File: src/rtl/regfile_pkg.sv
// ============================================================================
// regfile_pkg : shared defaults, constants and helpers for the register file
// Revision    : 1.0
// ============================================================================
`default_nettype none

package regfile_pkg;

  localparam int XLEN_DEF  = 32;
  localparam int NREGS_DEF = 32;
  localparam int REG_ZERO  = 0;

  function automatic int clog2(input int n);
    int w;
    w = 0;
    while ((1 << w) < n) w++;
    return w;
  endfunction

endpackage

`default_nettype wire

File: src/rtl/regfile_mp_if.sv
// ============================================================================
// regfile_mp_if : read/write/issue bus between ID, EX/WB and the register file
// Revision      : 1.0
// ============================================================================
`default_nettype none

interface regfile_mp_if #(
  parameter int XLEN = 32,
  parameter int AW   = 5,
  parameter int NRD  = 2,
  parameter int NWR  = 1
);

  logic [NRD*AW-1:0]   raddr_i;
  logic [NRD*XLEN-1:0] rdata_o;
  logic [NRD-1:0]      rbusy_o;
  logic [NWR-1:0]      wen_i;
  logic [NWR*AW-1:0]   waddr_i;
  logic [NWR*XLEN-1:0] wdata_i;
  logic                issue_en_i;
  logic [AW-1:0]       issue_rd_i;
  logic                flush_i;

  modport master (
    output raddr_i, wen_i, waddr_i, wdata_i, issue_en_i, issue_rd_i, flush_i,
    input  rdata_o, rbusy_o
  );

  modport slave (
    input  raddr_i, wen_i, waddr_i, wdata_i, issue_en_i, issue_rd_i, flush_i,
    output rdata_o, rbusy_o
  );

endinterface

`default_nettype wire

File: src/rtl/rf_scoreboard.sv
// ============================================================================
// rf_scoreboard : per-register busy bits for outstanding writers (RAW detect)
// Revision      : 1.0
// ============================================================================
`default_nettype none

module rf_scoreboard
  import regfile_pkg::*;
#(
  parameter int NREGS = NREGS_DEF,
  parameter int NWR   = 1,
  parameter int NRD   = 2,
  parameter int AW    = clog2(NREGS)
) (
  input  wire logic              clk,
  input  wire logic              rst,
  input  wire logic [NWR-1:0]    i_wen,
  input  wire logic [NWR*AW-1:0] i_waddr,
  input  wire logic              i_issue_en,
  input  wire logic [AW-1:0]     i_issue_rd,
  input  wire logic              i_flush,
  input  wire logic [NRD*AW-1:0] i_raddr,
  output logic      [NRD-1:0]    o_busy
);

  logic [NREGS-1:0] r_busy;
  logic [NREGS-1:0] w_busy_nxt;
  logic [NREGS-1:0] w_wr_hit;

  always_comb begin
    w_wr_hit = '0;
    for (int r = 1; r < NREGS; r++) begin
      for (int j = 0; j < NWR; j++) begin
        if (i_wen[j] && (i_waddr[j*AW +: AW] == AW'(r))) w_wr_hit[r] = 1'b1;
      end
    end
  end

  // A new issue beats a retiring write to the same register: the issuer is the newer producer.
  always_comb begin
    w_busy_nxt = r_busy;
    if (i_flush) begin
      w_busy_nxt = '0;
    end else begin
      for (int r = 1; r < NREGS; r++) begin
        if (i_issue_en && (i_issue_rd == AW'(r))) w_busy_nxt[r] = 1'b1;
        else if (w_wr_hit[r])                     w_busy_nxt[r] = 1'b0;
      end
    end
    w_busy_nxt[REG_ZERO] = 1'b0;
  end

  always_ff @(posedge clk) begin
    if (!rst) r_busy <= '0;
    else      r_busy <= w_busy_nxt;
  end

  always_comb begin
    o_busy = '0;
    for (int k = 0; k < NRD; k++) begin
      o_busy[k] = rst & r_busy[i_raddr[k*AW +: AW]];
    end
  end

endmodule

`default_nettype wire

File: src/rtl/regfile_mp.sv
// ============================================================================
// regfile_mp : multi-port integer register file with forwarding and scoreboard
// Revision   : 1.0
// ============================================================================
`default_nettype none

module regfile_mp
  import regfile_pkg::*;
#(
  parameter int XLEN   = XLEN_DEF,
  parameter int NREGS  = NREGS_DEF,
  parameter int NRD    = 2,
  parameter int NWR    = 1,
  parameter int BYPASS = 1
) (
  input wire logic    clk,
  input wire logic    rst,
  regfile_mp_if.slave rf
);

  localparam int AW = clog2(NREGS);

  logic [XLEN-1:0] r_regs [NREGS];
  logic [NRD-1:0]  w_sb_busy;
  logic [NRD-1:0]  w_fwd;
  logic [AW-1:0]   w_ra [NRD];
  logic [XLEN-1:0] w_rd [NRD];

  rf_scoreboard #(
    .NREGS (NREGS),
    .NWR   (NWR),
    .NRD   (NRD),
    .AW    (AW)
  ) u_scoreboard (
    .clk        (clk),
    .rst        (rst),
    .i_wen      (rf.wen_i),
    .i_waddr    (rf.waddr_i),
    .i_issue_en (rf.issue_en_i),
    .i_issue_rd (rf.issue_rd_i),
    .i_flush    (rf.flush_i),
    .i_raddr    (rf.raddr_i),
    .o_busy     (w_sb_busy)
  );

  // Later ports are applied last, so the highest-index writer to an address wins.
  always_ff @(posedge clk) begin
    if (!rst) begin
      for (int r = 0; r < NREGS; r++) r_regs[r] <= '0;
    end else begin
      for (int j = 0; j < NWR; j++) begin
        if (rf.wen_i[j] && (rf.waddr_i[j*AW +: AW] != AW'(REG_ZERO)))
          r_regs[rf.waddr_i[j*AW +: AW]] <= rf.wdata_i[j*XLEN +: XLEN];
      end
    end
  end

  always_comb begin
    w_fwd      = '0;
    rf.rdata_o = '0;
    rf.rbusy_o = '0;
    for (int k = 0; k < NRD; k++) begin
      w_ra[k] = rf.raddr_i[k*AW +: AW];
      w_rd[k] = r_regs[w_ra[k]];
      if (BYPASS != 0) begin
        for (int j = 0; j < NWR; j++) begin
          if (rf.wen_i[j] && (rf.waddr_i[j*AW +: AW] == w_ra[k])) begin
            w_fwd[k] = 1'b1;
            w_rd[k]  = rf.wdata_i[j*XLEN +: XLEN];
          end
        end
      end
      if (!rst || (w_ra[k] == AW'(REG_ZERO))) begin
        w_fwd[k] = 1'b0;
        w_rd[k]  = '0;
      end
      rf.rdata_o[k*XLEN +: XLEN] = w_rd[k];
      // Forwarded data resolves the hazard, so a matching write hides the busy bit.
      rf.rbusy_o[k] = w_sb_busy[k] & ~w_fwd[k];
    end
  end

endmodule

`default_nettype wire

File: src/flat_wrapper.sv
// flat-port wrapper written by rule: the top's interface ports become plain ports
module regfile_mp_flat import regfile_pkg::*;
#(
  parameter int XLEN   = XLEN_DEF,
  parameter int NREGS  = NREGS_DEF,
  parameter int NRD    = 2,
  parameter int NWR    = 1,
  parameter int BYPASS = 1
)
  (clk, rst, rf_raddr_i, rf_wen_i, rf_waddr_i, rf_wdata_i, rf_issue_en_i, rf_issue_rd_i, rf_flush_i, rf_rdata_o, rf_rbusy_o);
  regfile_mp_if #(.XLEN(XLEN), .AW(5), .NRD(NRD), .NWR(NWR)) rf_i ();
  input wire logic clk;
  input wire logic rst;
  input wire logic [$bits(rf_i.raddr_i)-1:0] rf_raddr_i;
  input wire logic [$bits(rf_i.wen_i)-1:0] rf_wen_i;
  input wire logic [$bits(rf_i.waddr_i)-1:0] rf_waddr_i;
  input wire logic [$bits(rf_i.wdata_i)-1:0] rf_wdata_i;
  input wire logic [$bits(rf_i.issue_en_i)-1:0] rf_issue_en_i;
  input wire logic [$bits(rf_i.issue_rd_i)-1:0] rf_issue_rd_i;
  input wire logic [$bits(rf_i.flush_i)-1:0] rf_flush_i;
  output wire logic [$bits(rf_i.rdata_o)-1:0] rf_rdata_o;
  output wire logic [$bits(rf_i.rbusy_o)-1:0] rf_rbusy_o;
  assign rf_i.raddr_i = rf_raddr_i;
  assign rf_i.wen_i = rf_wen_i;
  assign rf_i.waddr_i = rf_waddr_i;
  assign rf_i.wdata_i = rf_wdata_i;
  assign rf_i.issue_en_i = rf_issue_en_i;
  assign rf_i.issue_rd_i = rf_issue_rd_i;
  assign rf_i.flush_i = rf_flush_i;
  assign rf_rdata_o = rf_i.rdata_o;
  assign rf_rbusy_o = rf_i.rbusy_o;
  regfile_mp #(.XLEN(XLEN), .NREGS(NREGS), .NRD(NRD), .NWR(NWR), .BYPASS(BYPASS)) u_core (.clk(clk), .rst(rst), .rf(rf_i));
endmodule
File: config.mk
export PLATFORM = sky130hd
export DESIGN_NAME = regfile_mp_flat
export DESIGN_NICKNAME = d
export VERILOG_FILES = /design/src/rtl/regfile_pkg.sv /design/src/rtl/regfile_mp_if.sv /design/src/rtl/rf_scoreboard.sv /design/src/rtl/regfile_mp.sv /design/src/flat_wrapper.sv
export SDC_FILE = /design/constraint.sdc
export NUM_CORES = 2
export LEC_CHECK = 0
export BUFFER_PORTS_ARGS = -buffer_cell sky130_fd_sc_hd__buf_2
export CAP_MARGIN = 20
export CELL_PAD_IN_SITES_DETAIL_PLACEMENT = 1
export CELL_PAD_IN_SITES_GLOBAL_PLACEMENT = 2
export CORE_MARGIN = 2
export CORE_UTILIZATION = 47
export CTS_CLUSTER_SIZE = 14
export DETAILED_ROUTE_END_ITERATION = 6
export PLACE_DENSITY = 0.86
export RECOVER_POWER = 25
export SLEW_MARGIN = 15
export SYNTH_ARGS = -nofsm -noshare
export SYNTH_HDL_FRONTEND = slang
export SYNTH_SLANG_ARGS = --single-unit
File: constraint.sdc
create_clock -name clk -period 5.39 [get_ports clk]
set_clock_uncertainty 0.2 [all_clocks]
set_input_delay 0.539 -clock clk [delete_from_list [all_inputs] [get_ports clk]]
set_output_delay 0.539 -clock clk [all_outputs]
set_load 0.005 [all_outputs]
==> metrics.txt <==
# TYPE chip_impl_metric gauge
chip_impl_info{name="status",value="finished, violations left"} 1
chip_impl_info{name="violations",value="max-capacitance violations, max-slew violations"} 1
chip_impl_metric{name="dr.first_iter.drc_count",unit=""} 5321
chip_impl_info{name="worst_setup_path_startpoint",value="rst"} 1
chip_impl_info{name="hold_class",value="input pin to flop"} 1
chip_impl_info{name="rsz0062_at_grt",value="no"} 1
chip_impl_metric{name="cp.arrival",unit="ns"} 5.26
chip_impl_metric{name="design_power_total",unit="W"} 0.0199
chip_impl_metric{name="post-route-util",unit="%"} 52.5
chip_impl_metric{name="fin_tns_setup",unit="ns"} 0
chip_impl_metric{name="timing_worst_slew_pin_value",unit="ns"} 3.28
chip_impl_metric{name="synth.yosys.seq_area_share",unit="%"} 55.3
chip_impl_metric{name="row_count",unit=""} 127
chip_impl_info{name="tritoncts",value="built"} 1
chip_impl_metric{name="synthDistinctLibCells",unit=""} 57
chip_impl_metric{name="maxCapViolCount",unit=""} 16
chip_impl_info{name="yosys_most_used_dff",value="sky130_fd_sc_hd__edfxtp_1"} 1
chip_impl_metric{name="nFillCells",unit=""} 11300
chip_impl_info{name="crit_chain",value="buf_2, clkbuf_1, nand2_1, clkbuf_1, nor2_1, buf_4, and2_1"} 1
chip_impl_metric{name="place.detailed.hpwl",unit="µm"} 121000
chip_impl_metric{name="crit_path_max_fanout",unit=""} 20
chip_impl_info{name="critical-path-top-cell-by-count",value="sky130_fd_sc_hd__clkbuf_1"} 1
chip_impl_metric{name="antenna_violating_nets_post_route",unit=""} 0
chip_impl_metric{name="boundaryPins",unit=""} 123
chip_impl_metric{name="coreArea",unit="µm²"} 120000
chip_impl_metric{name="slew_violations",unit=""} 323
chip_impl_metric{name="synthesis.area_per_instance",unit="µm²"} 15.1
chip_impl_metric{name="drc",unit=""} 0
chip_impl_info{name="hold_start",value="rf_issue_rd_i[4]"} 1
chip_impl_metric{name="post_synth_instance_area",unit="µm²"} 56700
chip_impl_metric{name="synth.ff_latch_count",unit=""} 1055
chip_impl_metric{name="die-height",unit="µm"} 351
chip_impl_metric{name="grt_first_pass_wirelength",unit="µm"} 287000
chip_impl_metric{name="slowest_delay",unit="ns"} 1.57
chip_impl_metric{name="clock_tree.buffer_depth",unit=""} 3
chip_impl_metric{name="peakVddDrop",unit="mV"} 0.254
chip_impl_metric{name="final.setup.worst_slack",unit="ns"} 0.509
chip_impl_metric{name="number_of_detailed_routing_iterations_run_before_antenna_repair",unit=""} 5
chip_impl_metric{name="die_area",unit="µm²"} 123000
chip_impl_metric{name="clock_sinks",unit=""} 1055
chip_impl_metric{name="clock.fmax",unit="MHz"} 205
chip_impl_metric{name="drt_wl_total",unit="µm"} 202000
chip_impl_info{name="critical_path.startpoint_type",value="input pin"} 1
chip_impl_metric{name="worst-r2r-setup-slack",unit="ns"} 4.45
chip_impl_metric{name="post_cts.repair.setup_buffers",unit=""} 0
chip_impl_info{name="synth_area_leaders",value="sky130_fd_sc_hd__edfxtp_1 (54%), sky130_fd_sc_hd__mux4_2 (21%), sky130_fd_sc_hd__and2_1 (11%)"} 1
chip_impl_metric{name="hold_viol",unit=""} 0
chip_impl_metric{name="pre_cts_slack",unit="ns"} 0.972
chip_impl_metric{name="grt_overflow_total",unit=""} 0
chip_impl_metric{name="post_dr_wirelength_cell",unit="µm"} 37.0
chip_impl_metric{name="floorplan.die.width",unit="µm"} 351
chip_impl_metric{name="cts.clk_slew.worst_paths",unit="ns"} 0.06
chip_impl_metric{name="slew_headroom",unit="%"} -119
chip_impl_metric{name="place_congestion",unit=""} 0.871
chip_impl_metric{name="fin_crit_share",unit="%"} 90.6
chip_impl_info{name="launching_point_of_the_worst_reg2reg_path",value="u_core.u_scoreboard.r_busy[26]$_SDFFE_PP0P_"} 1
chip_impl_metric{name="synth.yosys.warnings",unit=""} 0
chip_impl_metric{name="numPortBuffers",unit=""} 122
chip_impl_metric{name="power_per_standard_cell_area",unit="nW/µm²"} 316
chip_impl_metric{name="postSynth.asyncResetShare",unit="%"} 0
chip_impl_info{name="critical_path.endpoint_type",value="flop"} 1
chip_impl_metric{name="grt_start_max_net_pins",unit=""} 74
chip_impl_metric{name="htree_levels",unit=""} 3
chip_impl_info{name="criticalPathCategory",value="input pin to flop"} 1
chip_impl_metric{name="period_needed",unit="ns"} 4.88
chip_impl_metric{name="grt_pass1_vias",unit=""} 38900
chip_impl_info{name="root_buffer",value="sky130_fd_sc_hd__clkbuf_16"} 1
chip_impl_metric{name="cts_buffers",unit=""} 113
chip_impl_metric{name="synth_enable_flop_cells",unit=""} 1024
chip_impl_metric{name="required_arrival_time_at_the_worst_endpoint",unit="ns"} 5.76
chip_impl_metric{name="post-synth-top-area-fraction",unit="%"} 54.2
chip_impl_metric{name="clkLatencyLatePin",unit="ns"} 0.71
chip_impl_info{name="cell_taking_the_most_area_after_synthesis",value="sky130_fd_sc_hd__edfxtp_1"} 1
chip_impl_metric{name="grt_antenna_before_repair",unit=""} 16
chip_impl_metric{name="vias",unit=""} 37500
chip_impl_metric{name="p_leak",unit="nW"} 21.3
chip_impl_metric{name="number_of_cells_upsized_or_downsized_after_cts",unit=""} 0
chip_impl_metric{name="grt_use_total",unit="%"} 32.8
chip_impl_info{name="critPathSlowestCell",value="sky130_fd_sc_hd__nor2_1"} 1
chip_impl_metric{name="route.detailed.vias_per_inst",unit=""} 6.88
chip_impl_metric{name="start_util",unit="%"} 47.3
chip_impl_metric{name="layout-drive-gt1-share",unit="%"} 25.6
chip_impl_metric{name="synth_cells",unit=""} 3759
chip_impl_metric{name="finalNetCount",unit=""} 3801
chip_impl_metric{name="setup_viol_count_final",unit=""} 0
chip_impl_metric{name="area_overhead_of_the_layout_relative_to_synthesis",unit="%"} 10.8
repair_timing:
item	4_1_cts	5_1_grt
hold buffers	5	0
setup endpoints to repair	0	0
hold endpoints to repair	5	0
synthesized netlist by cell type (19+ instances only):
| cell | n |
|---|---|
| sky130_fd_sc_hd__a32o_1 | 26 |
| sky130_fd_sc_hd__a211oi_1 | 41 |
| sky130_fd_sc_hd__nor2b_1 | 19 |
| sky130_fd_sc_hd__edfxtp_1 | 1024 |
| sky130_fd_sc_hd__nand3_1 | 21 |
| sky130_fd_sc_hd__and2_1 | 994 |
| sky130_fd_sc_hd__mux4_2 | 524 |
| sky130_fd_sc_hd__a21oi_1 | 20 |
| sky130_fd_sc_hd__o21ai_0 | 37 |
| sky130_fd_sc_hd__nand2b_1 | 20 |
| sky130_fd_sc_hd__a22oi_1 | 24 |
| sky130_fd_sc_hd__buf_2 | 98 |
| sky130_fd_sc_hd__buf_4 | 20 |
| sky130_fd_sc_hd__a221oi_1 | 25 |
| sky130_fd_sc_hd__clkbuf_1 | 272 |
| sky130_fd_sc_hd__o2111ai_1 | 38 |
| sky130_fd_sc_hd__a22o_1 | 38 |
| sky130_fd_sc_hd__nor2_1 | 58 |
| sky130_fd_sc_hd__o22ai_1 | 39 |
| sky130_fd_sc_hd__dfxtp_1 | 31 |
| sky130_fd_sc_hd__nand2_1 | 135 |
| sky130_fd_sc_hd__mux2i_1 | 119 |
final timing paths:
kind / endpoint / cells past startpoint
worst max-delay path: u_core.r_regs[24][24]$_SDFFCE_PN0P_ / 7
worst min-delay path: u_core.u_scoreboard.r_busy[16]$_SDFFE_PP0P_ / 5
worst max register to register: u_core.u_scoreboard.r_busy[26]$_SDFFE_PP0P_ / 2
worst min register to register: u_core.u_scoreboard.r_busy[8]$_SDFFE_PP0P_ / 2
layer usage:
layer | vias to the layer above | part of all wire [%] | GRT usage, %
met4 | 12 | 4.8 | 14.6
li1 | 14500 | - | -
met3 | 591 | 11 | 7.46
met5 | - | 0.036 | 0
met1 | 19900 | 37 | 43.7
met2 | 2498 | 47 | 51.9
state kept, by name, summed over array words and instances (netlist names):
signal,cells
u_core.u_scoreboard.r_busy,31
u_core.r_regs,1024
report_power, final:
part	switching, W	total [W]	internal (W)
Combinational	0.00148	0.00246	0.000987
Clock	0.00342	0.00772	0.00430
Sequential	0.000248	0.00970	0.00945
logic make-up (layout without fill, tap and decap cells):
group	Yosys count	after routing	synth area share, %
and+or+nand+nor	1285	1285	13.3
DFF	1055	1055	55.3
muxes	660	660	23.6
buffers and inverters	418	467	3.32
AOI/OAI and AO/OA	330	330	4.33
xor gates and xnor gates	10	10	0.154
other	1	35	0.00661
through the flow:
step | hold slack [ns] | std cells | cell area (µm²)
CTS | 0.128 | 5451 | 63000
global route | 0.189 | 5453 | 62900
floorplan | 0.260 | 3790 | 56800
detailed placement | 0.285 | 5236 | 59400
global placement | 0.279 | 5232 | 59300
finish | 0.153 | 5454 | 62900
worst max-delay path, delay by kind of cell:
family,cells,cell delay [ns]
and+or+nand+nor,3,1.87
buffers and inverters,4,2.80
final cells by class:
cell class                 instances  area [µm²]  share of cell area [%]
clock buffer                     139        2990                    4.75
antenna                            3        7.51                  0.0119
multi-input combinational       2317       24000                    38.2
sequential                      1055       31400                    49.9
timing repair buffer             256        1880                    2.99
clock inverter                    71         571                   0.907
inverter                           1        3.75                 0.00597
tap                             1612        2020                    3.21
cells in the final DEF, fill, tap and decap left out, types with 8 or more instances in the layout:
| cell | Yosys | routed |
|---|---|---|
| sky130_fd_sc_hd__nor2_1 | 58 | 25 |
| sky130_fd_sc_hd__a31oi_1 | 15 | 14 |
| sky130_fd_sc_hd__dfxtp_1 | 31 | 31 |
| sky130_fd_sc_hd__mux4_2 | 524 | 524 |
| sky130_fd_sc_hd__o21ai_0 | 37 | 20 |
| sky130_fd_sc_hd__conb_1 | 1 | 32 |
| sky130_fd_sc_hd__a211oi_1 | 41 | 41 |
| sky130_fd_sc_hd__nand3_1 | 21 | 21 |
| sky130_fd_sc_hd__nor2b_1 | 19 | 15 |
| sky130_fd_sc_hd__o22ai_1 | 39 | 39 |
| sky130_fd_sc_hd__o21ai_1 | 11 | 12 |
| sky130_fd_sc_hd__edfxtp_1 | 1024 | 1024 |
| sky130_fd_sc_hd__nand2b_1 | 20 | 20 |
| sky130_fd_sc_hd__nand2_1 | 135 | 133 |
| sky130_fd_sc_hd__a221oi_1 | 25 | 25 |
| sky130_fd_sc_hd__clkbuf_1 | 272 | 39 |
| sky130_fd_sc_hd__buf_2 | 98 | 110 |
| sky130_fd_sc_hd__o21ai_4 | 0 | 16 |
| sky130_fd_sc_hd__bufinv_16 | 0 | 8 |
| sky130_fd_sc_hd__buf_4 | 20 | 101 |
| sky130_fd_sc_hd__o2111ai_1 | 38 | 38 |
| sky130_fd_sc_hd__a32o_1 | 26 | 26 |
| sky130_fd_sc_hd__mux4_1 | 12 | 12 |
| sky130_fd_sc_hd__mux2i_1 | 119 | 119 |
| sky130_fd_sc_hd__nand3b_1 | 14 | 14 |
| sky130_fd_sc_hd__a22o_1 | 38 | 38 |
| sky130_fd_sc_hd__clkinv_1 | 0 | 31 |
| sky130_fd_sc_hd__and2_1 | 994 | 972 |
| sky130_fd_sc_hd__buf_12 | 1 | 16 |
| sky130_fd_sc_hd__clkbuf_16 | 0 | 116 |
| sky130_fd_sc_hd__and2_0 | 1 | 21 |
| sky130_fd_sc_hd__nor2_4 | 0 | 31 |
| sky130_fd_sc_hd__a22oi_1 | 24 | 24 |
| sky130_fd_sc_hd__clkinv_2 | 0 | 25 |
| sky130_fd_sc_hd__a21oi_1 | 20 | 20 |
(Power assumes the default switching activity.)
